--- src/rtl/clock_calendar_set.sv ---
// BCD time-of-day and Gregorian calendar with a button-driven set FSM,
// a blinking selected field and registered active-low 7-segment outputs.
`timescale 1ns/1ps
module clock_calendar_set #(
  parameter int TICK_DIV   = 50_000_000,
  parameter int TICK_W     = 26,
  parameter int RESET_YEAR = 2024
) (
  input  logic       clk,
  input  logic       rst_n,
  input  logic       sw_mode,
  input  logic       butt_increase,
  input  logic       butt_decrease,
  input  logic       butt_change,
  output logic [6:0] seg7,
  output logic [6:0] seg6,
  output logic [6:0] seg5,
  output logic [6:0] seg4,
  output logic [6:0] seg3,
  output logic [6:0] seg2,
  output logic [6:0] seg1,
  output logic [6:0] seg0,
  output logic       tick_1s,
  output logic       setting
);

  localparam logic [2:0] ST_RUN   = 3'd0;
  localparam logic [2:0] ST_HOUR  = 3'd1;
  localparam logic [2:0] ST_MIN   = 3'd2;
  localparam logic [2:0] ST_SEC   = 3'd3;
  localparam logic [2:0] ST_DAY   = 3'd4;
  localparam logic [2:0] ST_MONTH = 3'd5;
  localparam logic [2:0] ST_YEAR  = 3'd6;

  localparam logic [TICK_W-1:0] TICK_LAST = TICK_W'(TICK_DIV - 1);
  localparam logic [TICK_W-1:0] TICK_HALF = TICK_W'(TICK_DIV / 2);
  localparam logic [TICK_W-1:0] TICK_ONE  = TICK_W'(1);
  localparam logic [15:0] RESET_YEAR_BCD = {4'((RESET_YEAR / 1000) % 10), 4'((RESET_YEAR / 100) % 10),
                                            4'((RESET_YEAR / 10) % 10), 4'(RESET_YEAR % 10)};
  localparam logic [6:0] BLANK = 7'h7F;

  function automatic logic [7:0] bcd_inc(input logic [7:0] v);
    return (v[3:0] == 4'd9) ? {v[7:4] + 4'd1, 4'd0} : {v[7:4], v[3:0] + 4'd1};
  endfunction

  function automatic logic [7:0] bcd_dec(input logic [7:0] v);
    return (v[3:0] == 4'd0) ? {v[7:4] - 4'd1, 4'd9} : {v[7:4], v[3:0] - 4'd1};
  endfunction

  function automatic logic [15:0] year_inc(input logic [15:0] y);
    if (y == 16'h9999)       return 16'h0000;
    else if (y[7:0] == 8'h99) return {bcd_inc(y[15:8]), 8'h00};
    else                      return {y[15:8], bcd_inc(y[7:0])};
  endfunction

  function automatic logic [15:0] year_dec(input logic [15:0] y);
    if (y == 16'h0000)        return 16'h9999;
    else if (y[7:0] == 8'h00) return {bcd_dec(y[15:8]), 8'h99};
    else                      return {y[15:8], bcd_dec(y[7:0])};
  endfunction

  function automatic logic div4(input logic [7:0] v);
    logic [6:0] b;
    b = {3'b000, v[7:4]} * 7'd10 + {3'b000, v[3:0]};
    return b[1:0] == 2'b00;
  endfunction

  // Century years are leap only when the century pair is itself divisible by 4.
  function automatic logic [7:0] days_in_month(input logic [7:0] m, input logic [15:0] y);
    logic leap;
    leap = (y[7:0] != 8'h00) ? div4(y[7:0]) : div4(y[15:8]);
    case (m)
      8'h02:                      return leap ? 8'h29 : 8'h28;
      8'h04, 8'h06, 8'h09, 8'h11: return 8'h30;
      default:                    return 8'h31;
    endcase
  endfunction

  function automatic logic [6:0] seg_dec(input logic [3:0] d);
    case (d)
      4'd0: return 7'h40;
      4'd1: return 7'h79;
      4'd2: return 7'h24;
      4'd3: return 7'h30;
      4'd4: return 7'h19;
      4'd5: return 7'h12;
      4'd6: return 7'h02;
      4'd7: return 7'h78;
      4'd8: return 7'h00;
      4'd9: return 7'h10;
      default: return BLANK;
    endcase
  endfunction

  // Bit order: [3] sw_mode, [2] change, [1] decrease, [0] increase.
  logic [3:0] sync1, sync2, prev;
  logic [2:0] press;
  logic       sw_s, do_inc, do_dec, press_chg;

  logic [2:0]        state, state_n;
  logic [TICK_W-1:0] cnt;
  logic [7:0]        hour, minute, second, day, month;
  logic [15:0]       year;
  logic [7:0]        hour_n, minute_n, second_n, day_n, month_n;
  logic [15:0]       year_n;
  logic [7:0]        dim_cur, dim_new;

  logic [7:0][3:0] dig;
  logic [7:0]      blank_mask;
  logic [7:0][6:0] seg_n, seg_q;
  logic            time_page, blink_on;

  assign press     = prev[2:0] & ~sync2[2:0];
  assign sw_s      = sync2[3];
  assign press_chg = press[2];
  // Change wins over inc/dec; simultaneous inc and dec cancel.
  assign do_inc    = press[0] & ~press[1] & ~press_chg;
  assign do_dec    = press[1] & ~press[0] & ~press_chg;
  assign tick_1s   = (cnt == TICK_LAST);
  assign dim_cur   = days_in_month(month, year);
  assign dim_new   = days_in_month(month_n, year_n);

  always_comb begin
    state_n = state;
    if (press_chg) state_n = (state == ST_YEAR) ? ST_RUN : state + 3'd1;
  end

  always_comb begin
    // NOTE: every variable driven here gets a default first, so no latch is inferred.
    hour_n   = hour;
    minute_n = minute;
    second_n = second;
    day_n    = day;
    month_n  = month;
    year_n   = year;
    if (state == ST_RUN) begin
      if (tick_1s) begin
        if (second == 8'h59) begin
          second_n = 8'h00;
          if (minute == 8'h59) begin
            minute_n = 8'h00;
            if (hour == 8'h23) begin
              hour_n = 8'h00;
              if (day == dim_cur) begin
                day_n = 8'h01;
                if (month == 8'h12) begin
                  month_n = 8'h01;
                  year_n  = year_inc(year);
                end else begin
                  month_n = bcd_inc(month);
                end
              end else begin
                day_n = bcd_inc(day);
              end
            end else begin
              hour_n = bcd_inc(hour);
            end
          end else begin
            minute_n = bcd_inc(minute);
          end
        end else begin
          second_n = bcd_inc(second);
        end
      end
    end else if (do_inc || do_dec) begin
      case (state)
        ST_HOUR:  hour_n   = do_inc ? ((hour == 8'h23) ? 8'h00 : bcd_inc(hour))
                                    : ((hour == 8'h00) ? 8'h23 : bcd_dec(hour));
        ST_MIN:   minute_n = do_inc ? ((minute == 8'h59) ? 8'h00 : bcd_inc(minute))
                                    : ((minute == 8'h00) ? 8'h59 : bcd_dec(minute));
        ST_SEC:   second_n = do_inc ? ((second == 8'h59) ? 8'h00 : bcd_inc(second))
                                    : ((second == 8'h00) ? 8'h59 : bcd_dec(second));
        ST_DAY:   day_n    = do_inc ? ((day == dim_cur) ? 8'h01 : bcd_inc(day))
                                    : ((day == 8'h01) ? dim_cur : bcd_dec(day));
        ST_MONTH: month_n  = do_inc ? ((month == 8'h12) ? 8'h01 : bcd_inc(month))
                                    : ((month == 8'h01) ? 8'h12 : bcd_dec(month));
        ST_YEAR:  year_n   = do_inc ? year_inc(year) : year_dec(year);
        default: ;
      endcase
      if ((state == ST_MONTH || state == ST_YEAR) && day > dim_new) day_n = dim_new;
    end
  end

  always_comb begin
    time_page = (state == ST_RUN) ? ~sw_s : (state == ST_HOUR || state == ST_MIN || state == ST_SEC);
    blink_on  = (state != ST_RUN) && (cnt < TICK_HALF);
    if (time_page) begin
      dig = {hour, minute, second, 8'hFF};
    end else begin
      dig = {day, month, year};
    end
    case (state)
      ST_HOUR, ST_DAY:  blank_mask = 8'b1100_0000;
      ST_MIN, ST_MONTH: blank_mask = 8'b0011_0000;
      ST_SEC:           blank_mask = 8'b0000_1100;
      ST_YEAR:          blank_mask = 8'b0000_1111;
      default:          blank_mask = 8'b0000_0000;
    endcase
    for (int i = 0; i < 8; i++) begin
      seg_n[i] = (blank_mask[i] && blink_on) ? BLANK : seg_dec(dig[i]);
    end
  end

  always_ff @(posedge clk) begin
    // NOTE: sequential state uses non-blocking assignments so every register samples pre-edge values.
    if (!rst_n) begin
      sync1   <= '1;
      sync2   <= '1;
      prev    <= '1;
      state   <= ST_RUN;
      setting <= 1'b0;
      cnt     <= '0;
      hour    <= 8'h00;
      minute  <= 8'h00;
      second  <= 8'h00;
      day     <= 8'h01;
      month   <= 8'h01;
      year    <= RESET_YEAR_BCD;
      seg_q   <= {8{BLANK}};
    end else begin
      sync1   <= {sw_mode, butt_change, butt_decrease, butt_increase};
      sync2   <= sync1;
      prev    <= sync2;
      state   <= state_n;
      setting <= (state_n != ST_RUN);
      if ((state == ST_YEAR && press_chg) || tick_1s) cnt <= '0;
      else                                            cnt <= cnt + TICK_ONE;
      hour    <= hour_n;
      minute  <= minute_n;
      second  <= second_n;
      day     <= day_n;
      month   <= month_n;
      year    <= year_n;
      seg_q   <= seg_n;
    end
  end

  assign seg7 = seg_q[7];
  assign seg6 = seg_q[6];
  assign seg5 = seg_q[5];
  assign seg4 = seg_q[4];
  assign seg3 = seg_q[3];
  assign seg2 = seg_q[2];
  assign seg1 = seg_q[1];
  assign seg0 = seg_q[0];

endmodule

--- config.mk ---
export PLATFORM = sky130hd
export DESIGN_NAME = clock_calendar_set
export DESIGN_NICKNAME = d
export VERILOG_FILES = /design/src/rtl/clock_calendar_set.sv
export SDC_FILE = /design/constraint.sdc
export NUM_CORES = 1
export LEC_CHECK = 0
export ABC_AREA = 1
export CAP_MARGIN = 20
export CORE_MARGIN = 2
export CORE_UTILIZATION = 40
export DETAILED_ROUTE_END_ITERATION = 7
export SYNTH_ARGS = -nofsm -noshare
export SYNTH_HDL_FRONTEND = slang
export SYNTH_SLANG_ARGS = --single-unit
--- constraint.sdc ---
create_clock -name clk -period 4.56 [get_ports clk]
set_input_delay 0.912 -clock clk [delete_from_list [all_inputs] [get_ports clk]]
set_output_delay 0.912 -clock clk [all_outputs]
set_load 0.05 [all_outputs]
==> results.sh, run 1 <==
export IMPL_powerDensity_mw_per_mm2=294
export IMPL_syn_area_per_cell_um2=6.66
export IMPL_first_global_vias=9960
export IMPL_mostFrequentLayoutCells="nand2_1, inv_1, nor2_1, dfxtp_1, o21ai_0"
export IMPL_via_per_inst=5.23
export IMPL_peakVddDrop_uv=225
export IMPL_vias=10649
export IMPL_synth_async_reset_ratio_pct=0
export IMPL_crit_path_max_incr_delay_ns=0.32
export IMPL_ys_flop_type="dfxtp_1"
export IMPL_grt_overflow=0
export IMPL_yosys_warnings=0
export IMPL_fill_cells=2637
export IMPL_status="finished, final reports clean"
export IMPL_cts_tree="yes"
export IMPL_initial_core_util_pct=40.7
export IMPL_setup_violations_final=0
export IMPL_fin_tns_setup_ns=0
export IMPL_finalNetCount=1778
export IMPL_leakagePower_nw=5.66
export IMPL_antennaDiodeCount=0
export IMPL_timing_fmax_mhz=236
export IMPL_cts_buffers=17
export IMPL_synth_edff_count=0
export IMPL_coreArea_mm2=0.0261
export IMPL_relSlewSlack_pct=43.4
export IMPL_layout_commonest_cell="nand2_1"
export IMPL_root_buffer="clkbuf_16"
export IMPL_r2r_start="year[0]"
export IMPL_netlist_area_mm2=0.0106
export IMPL_dieHeight_um=167
export IMPL_worstHoldPathType="reg -> reg"
export IMPL_cap_violations=0
export IMPL_dieArea_mm2=0.0278
export IMPL_regArea_mm2=0.00306
export IMPL_rsz0062_at_grt="false"
export IMPL_ctsHtreeMaxLevel=4
export IMPL_synth_distinct_cells=52
export IMPL_firstDrtPassIters=7
export IMPL_finalPower_mw=3.69
export IMPL_synthCells=1591
export IMPL_route_detailed_drc=0
export IMPL_crit_path_frequent_cell="nand2_1"
export IMPL_cp_arrival_ns=4.60
export IMPL_cp_max_fo=6
export IMPL_layout_drive_gt1_share_pct=10.6
export IMPL_period_share_pct=92.9
export IMPL_postCtsHoldBufs=0
export IMPL_crit_slowest_cell="dfxtp_1"
export IMPL_worst_pin_slew_ns=0.840
export IMPL_drt_iter0_drc=776
export IMPL_antenna_found_initial=2
export IMPL_syn2layout_area_growth_pct=18.3
export IMPL_fin_skew_ns=0.0144
export IMPL_wire_per_inst_um=14.6
export IMPL_gp_congestion=0.946
export IMPL_placed_cell_area_mm2=0.0118
export IMPL_drt_antenna_violating_nets=0
export IMPL_synth_seq_cells=153
export IMPL_cts_sinks=153
export IMPL_clk_latency_ns=0.44
export IMPL_num_io_pins=64
export IMPL_hp_start="sync1[1]"
export IMPL_min_period_ns=4.24
export IMPL_required_ns=4.92
export IMPL_yosysSeqAreaShare_pct=28.9
export IMPL_grt_pass1_wl_um=49000
export IMPL_hold_violations=0
export IMPL_clk_pin_slew_ns=0.08
export IMPL_maxSlewViolCount=0
export IMPL_grtUsageTotal_pct=21.2
export IMPL_fin_area_mm2=0.0125
export IMPL_clockBufferDepth=2
export IMPL_critical_path_class="reg -> reg"
export IMPL_dp_hpwl_um=22300
export IMPL_die_x_um=167
export IMPL_cp_start_kind="register"
export IMPL_drt_wl_total_um=29800
export IMPL_cp_startpoint="year[0]"
export IMPL_synth_net_count=1681
export IMPL_multi_input_area_mm2=0.00654
export IMPL_portBuffers=63
export IMPL_end_kind="register"
export IMPL_grt_max_degree=34
export IMPL_rows=59
==> routing by layer <==
metal / track usage [%] / up-vias / share of wire (%)
li1: - / 5421 / -
met1: 27.7 / 4875 / 47
met2: 35.4 / 309 / 46
met3: 3.99 / 44 / 5.2
met4: 6.93 / 0 / 2.2
met5: 0 / - / 0
==> cells in the mapped netlist, types with 3 or more instances <==
cell type / n / share of area [%]
xor2_1: 29 / 2.4
nor2_1: 161 / 5.7
a31oi_1: 13 / 0.77
a221oi_1: 4 / 0.33
nand4_1: 16 / 0.94
a22oi_1: 3 / 0.21
inv_1: 205 / 7.3
nand3_1: 110 / 5.2
o21ai_1: 7 / 0.33
buf_6: 3 / 0.32
o31ai_1: 4 / 0.28
nand2_2: 9 / 0.53
o211ai_1: 23 / 1.6
o22ai_1: 12 / 0.71
nor2_4: 9 / 0.96
nor3_2: 5 / 0.47
nor3_1: 33 / 1.6
clkbuf_1: 17 / 0.60
buf_1: 3 / 0.11
ha_1: 84 / 9.9
nand2_1: 347 / 12
a21oi_1: 81 / 3.8
o21a_1: 4 / 0.28
o21ai_0: 133 / 6.3
a211oi_1: 15 / 1.1
nor2_2: 9 / 0.53
inv_2: 21 / 0.74
or2_2: 19 / 1.1
xnor2_1: 4 / 0.33
dfxtp_1: 153 / 29
a21oi_2: 4 / 0.33
buf_2: 11 / 0.52
nand3_2: 6 / 0.57
o221ai_1: 8 / 0.66
clkinv_1: 4 / 0.14
==> flip-flops by register name, summed over array words and instances (netlist names), 7 cells and up <==
register  flops
cnt          26
day           8
hour          8
minute        8
month         8
second        8
seg0          7
seg1          7
seg2          7
seg3          7
seg4          7
seg5          7
seg6          7
seg7          7
year         16
==> kinds of logic after synthesis <==
family	count (synthesis)	synth area share, %
DFF	153	28.9
and+or+nand+nor	735	31.1
buffers and inverters	264	9.69
AOI/OAI and AO/OA	322	17.6
adders and majority gates	84	9.92
xor gates and xnor gates	33	2.73
==> metrics by stage <==
stage	cells	setup slack, ns	util (%)	hold slack [ns]
final	2036	0.324	48.1	0.420
after global routing	2036	0.000654	48.1	0.445
after CTS	2027	0.230	47.6	0.426
after detailed placement	1995	0.276	45.2	0.410
after global placement	1995	0.407	45.2	0.412
after floorplan	1591	0.693	-	0.392
==> worst paths after layout <==
| path | endpoint | slack [ns] | cells past startpoint |
|---|---|---|---|
| worst max register to register | day[7] | 0.32 | 30 |
| worst min-delay path | sync2[1] | 0.42 | 1 |
| worst min register to register | sync2[1] | 0.42 | 1 |
| worst max-delay path | day[7] | 0.32 | 30 |
==> critical path, delay by kind of cell (launching register included) <==
kind | cells | cell delay, ns
compound gates | 4 | 0.51
simple gates | 19 | 2.25
flops | 1 | 0.32
buf+inv | 5 | 0.60
fa+ha+maj | 2 | 0.50
==> cell type report <==
| class | count | area share [%] |
|---|---|---|
| clock inverter | 15 | 1.61 |
| sequential | 153 | 24.4 |
| inverter | 230 | 6.89 |
| multi-input combinational | 1174 | 52.2 |
| clock buffer | 17 | 3.39 |
| timing repair buffer | 112 | 8.16 |
| tap | 335 | 3.34 |
==> repair_timing <==
action / 4_1_cts / 5_1_grt
resized for setup: 0 / 11
setup endpoints to repair: 0 / 7
buffers inserted: 0 / 9
==> report_power, final <==
part	switching (mW)	leakage (nW)	internal [mW]
clock network	0.715	0.301	0.797
logic	0.508	4.11	0.229
registers	0.0334	1.26	1.41
total	1.26	5.66	2.43
(Power assumes the default switching activity.)
==> run 2: changes to the inputs <==
- CORE_MARGIN: 2 -> not set
==> run 2 against run 1 <==
Compared with the run above:
- utilization fell by 0.50 points
- clock skew down 0.0021 ns
- flip-flop and latch count is the same
- largest power group unchanged
==> results.sh, run 2 (synthesized netlist as in run 1, its figures left out) <==
export IMPL_status="finished, final reports clean"
export IMPL_cts_buffers=17
export IMPL_fin_area_mm2=0.0124
export IMPL_cp_max_fo=9
export IMPL_layout_drive_gt1_share_pct=9.89
export IMPL_regMostFlops="cnt"
export IMPL_cp_startpoint="year[0]"
export IMPL_root_buffer="clkbuf_16"
export IMPL_layout_commonest_cell="nand2_1"
export IMPL_dieHeight_um=165
export IMPL_cp_arrival_ns=4.60
export IMPL_fill_cells=2674
export IMPL_seqPwrFrac_pct=39.4
export IMPL_hp_start="sync1[0]"
export IMPL_worstHoldPathType="reg -> reg"
export IMPL_mostFrequentLayoutCells="nand2_1, inv_1, nor2_1, dfxtp_1, o21ai_0"
export IMPL_cp_start_kind="register"
export IMPL_leakagePower_nw=5.59
export IMPL_die_x_um=165
export IMPL_first_global_vias=9729
export IMPL_largest_reg_flops=26
export IMPL_top_regs="cnt x26, year x16"
export IMPL_initial_core_util_pct=40.7
export IMPL_p_int_mw=2.45
export IMPL_portBuffers=63
export IMPL_r2r_start="year[0]"
export IMPL_cts_tree="yes"
export IMPL_grt_pass1_wl_um=47900
export IMPL_via_per_inst=5.22
export IMPL_antennaDiodeCount=0
export IMPL_setup_violations_final=0
export IMPL_maxSlewViolCount=0
export IMPL_clk_latency_ns=0.44
export IMPL_dp_hpwl_um=22100
export IMPL_crit_slowest_cell="dfxtp_1"
export IMPL_grtUsageTotal_pct=22.0
export IMPL_antenna_found_initial=0
export IMPL_relSlewSlack_pct=46.7
export IMPL_num_io_pins=64
export IMPL_clk_pin_slew_ns=0.08
export IMPL_hold_violations=0
export IMPL_placed_cell_area_mm2=0.0118
export IMPL_holdWs_ns=0.432
export IMPL_end_kind="register"
export IMPL_swShare_pct=33.2
export IMPL_crit_path_frequent_cell="nand2_1"
export IMPL_period_share_pct=92.8
export IMPL_p_sw_mw=1.22
export IMPL_peakVddDrop_uv=191
export IMPL_powerDensity_mw_per_mm2=295
export IMPL_vias=10569
export IMPL_power_frac_comb_pct=20.0
export IMPL_route_detailed_drc=0
export IMPL_p_clk_share_pct=40.6
export IMPL_drt_wl_total_um=29200
export IMPL_firstDrtPassIters=6
export IMPL_cap_violations=0
export IMPL_wire_per_inst_um=14.4
export IMPL_worst_pin_slew_ns=0.796
export IMPL_drt_antenna_violating_nets=0
export IMPL_fin_skew_ns=0.0123
export IMPL_gp_congestion=0.952
export IMPL_crit_path_max_incr_delay_ns=0.32
export IMPL_syn2layout_area_growth_pct=17.1
export IMPL_drt_iter0_drc=983
export IMPL_cts_sinks=153
export IMPL_grt_overflow=0
export IMPL_critical_path_class="reg -> reg"
export IMPL_timing_fmax_mhz=236
export IMPL_min_period_ns=4.23
export IMPL_reg2reg_slack_ns=0.33
export IMPL_clockBufferDepth=2
export IMPL_postCtsHoldBufs=0
export IMPL_required_ns=4.93
export IMPL_fin_tns_setup_ns=0
export IMPL_ctsHtreeMaxLevel=4
export IMPL_dieArea_mm2=0.0271
export IMPL_coreArea_mm2=0.0261
export IMPL_rows=59
export IMPL_grt_max_degree=29
export IMPL_final_util_pct=47.6
export IMPL_finalNetCount=1766
-- run 2: final timing paths --
kind / end / depth (start not counted)
setup reg to reg: day[4] / 31
hold reg to reg: sync2[0] / 1
setup / recovery: day[4] / 31
hold / removal: sync2[0] / 1
-- run 2: per-stage QoR --
| stage | total power, mW | instances | setup slack, ns |
|---|---|---|---|
| 2_1_floorplan | 1.98 | 1591 | 0.693 |
| 3_3_place_gp | 2.20 | 1991 | 0.399 |
| 3_5_place_dp | 2.21 | 1991 | 0.268 |
| 4_1_cts | 3.69 | 2023 | 0.193 |
| 5_1_grt | 3.83 | 2024 | -0.0106 |
| 6_report | 3.66 | 2024 | 0.327 |
-- run 2: power groups by stage --
stage / clock network (mW) / registers [mW] / logic [mW]
after floorplan: 0 / 1.66 / 0.322
after global placement: 0 / 1.47 / 0.731
after detailed placement: 0 / 1.47 / 0.730
after CTS: 1.51 / 1.44 / 0.734
after global routing: 1.57 / 1.45 / 0.804
final: 1.49 / 1.44 / 0.734
-- run 2: layout make-up --
cell class | instances | area (um^2) | share of cell area, %
Clock buffer | 19 | 453 | 3.65
Inverter | 230 | 863 | 6.96
Multi-Input combinational cell | 1174 | 6530 | 52.6
Timing Repair Buffer | 100 | 921 | 7.42
Sequential cell | 153 | 3070 | 24.7
Clock inverter | 13 | 154 | 1.24
Tap cell | 335 | 419 | 3.38
-- run 2: worst max-delay path, delay by kind of cell (launching register included) --
kind	cells	cell delay (ns)
compound gates	7	1.03
fa+ha+maj	2	0.41
buf+inv	4	0.47
flops	1	0.32
simple gates	18	1.91
-- run 2: timing repair --
item | CTS | global route
setup endpoints to repair | 0 | 7
buffers inserted | 0 | 1
gates resized for setup | 0 | 9
-- run 2: routing by layer --
metal | up-vias | wire length (um) | GRT usage (%)
met1 | 4769 | 13600 | 28.9
met5 | - | 0 | 0
met4 | 0 | 468 | 6.46
met3 | 42 | 1620 | 3.42
met2 | 352 | 13600 | 36.9
li1 | 5406 | - | -
==> run 3: changes to the inputs <==
- CORE_MARGIN: not set -> 2
==> results of run 3 <==
No change in the layout: final DEF, timing and power equal those of run 1.
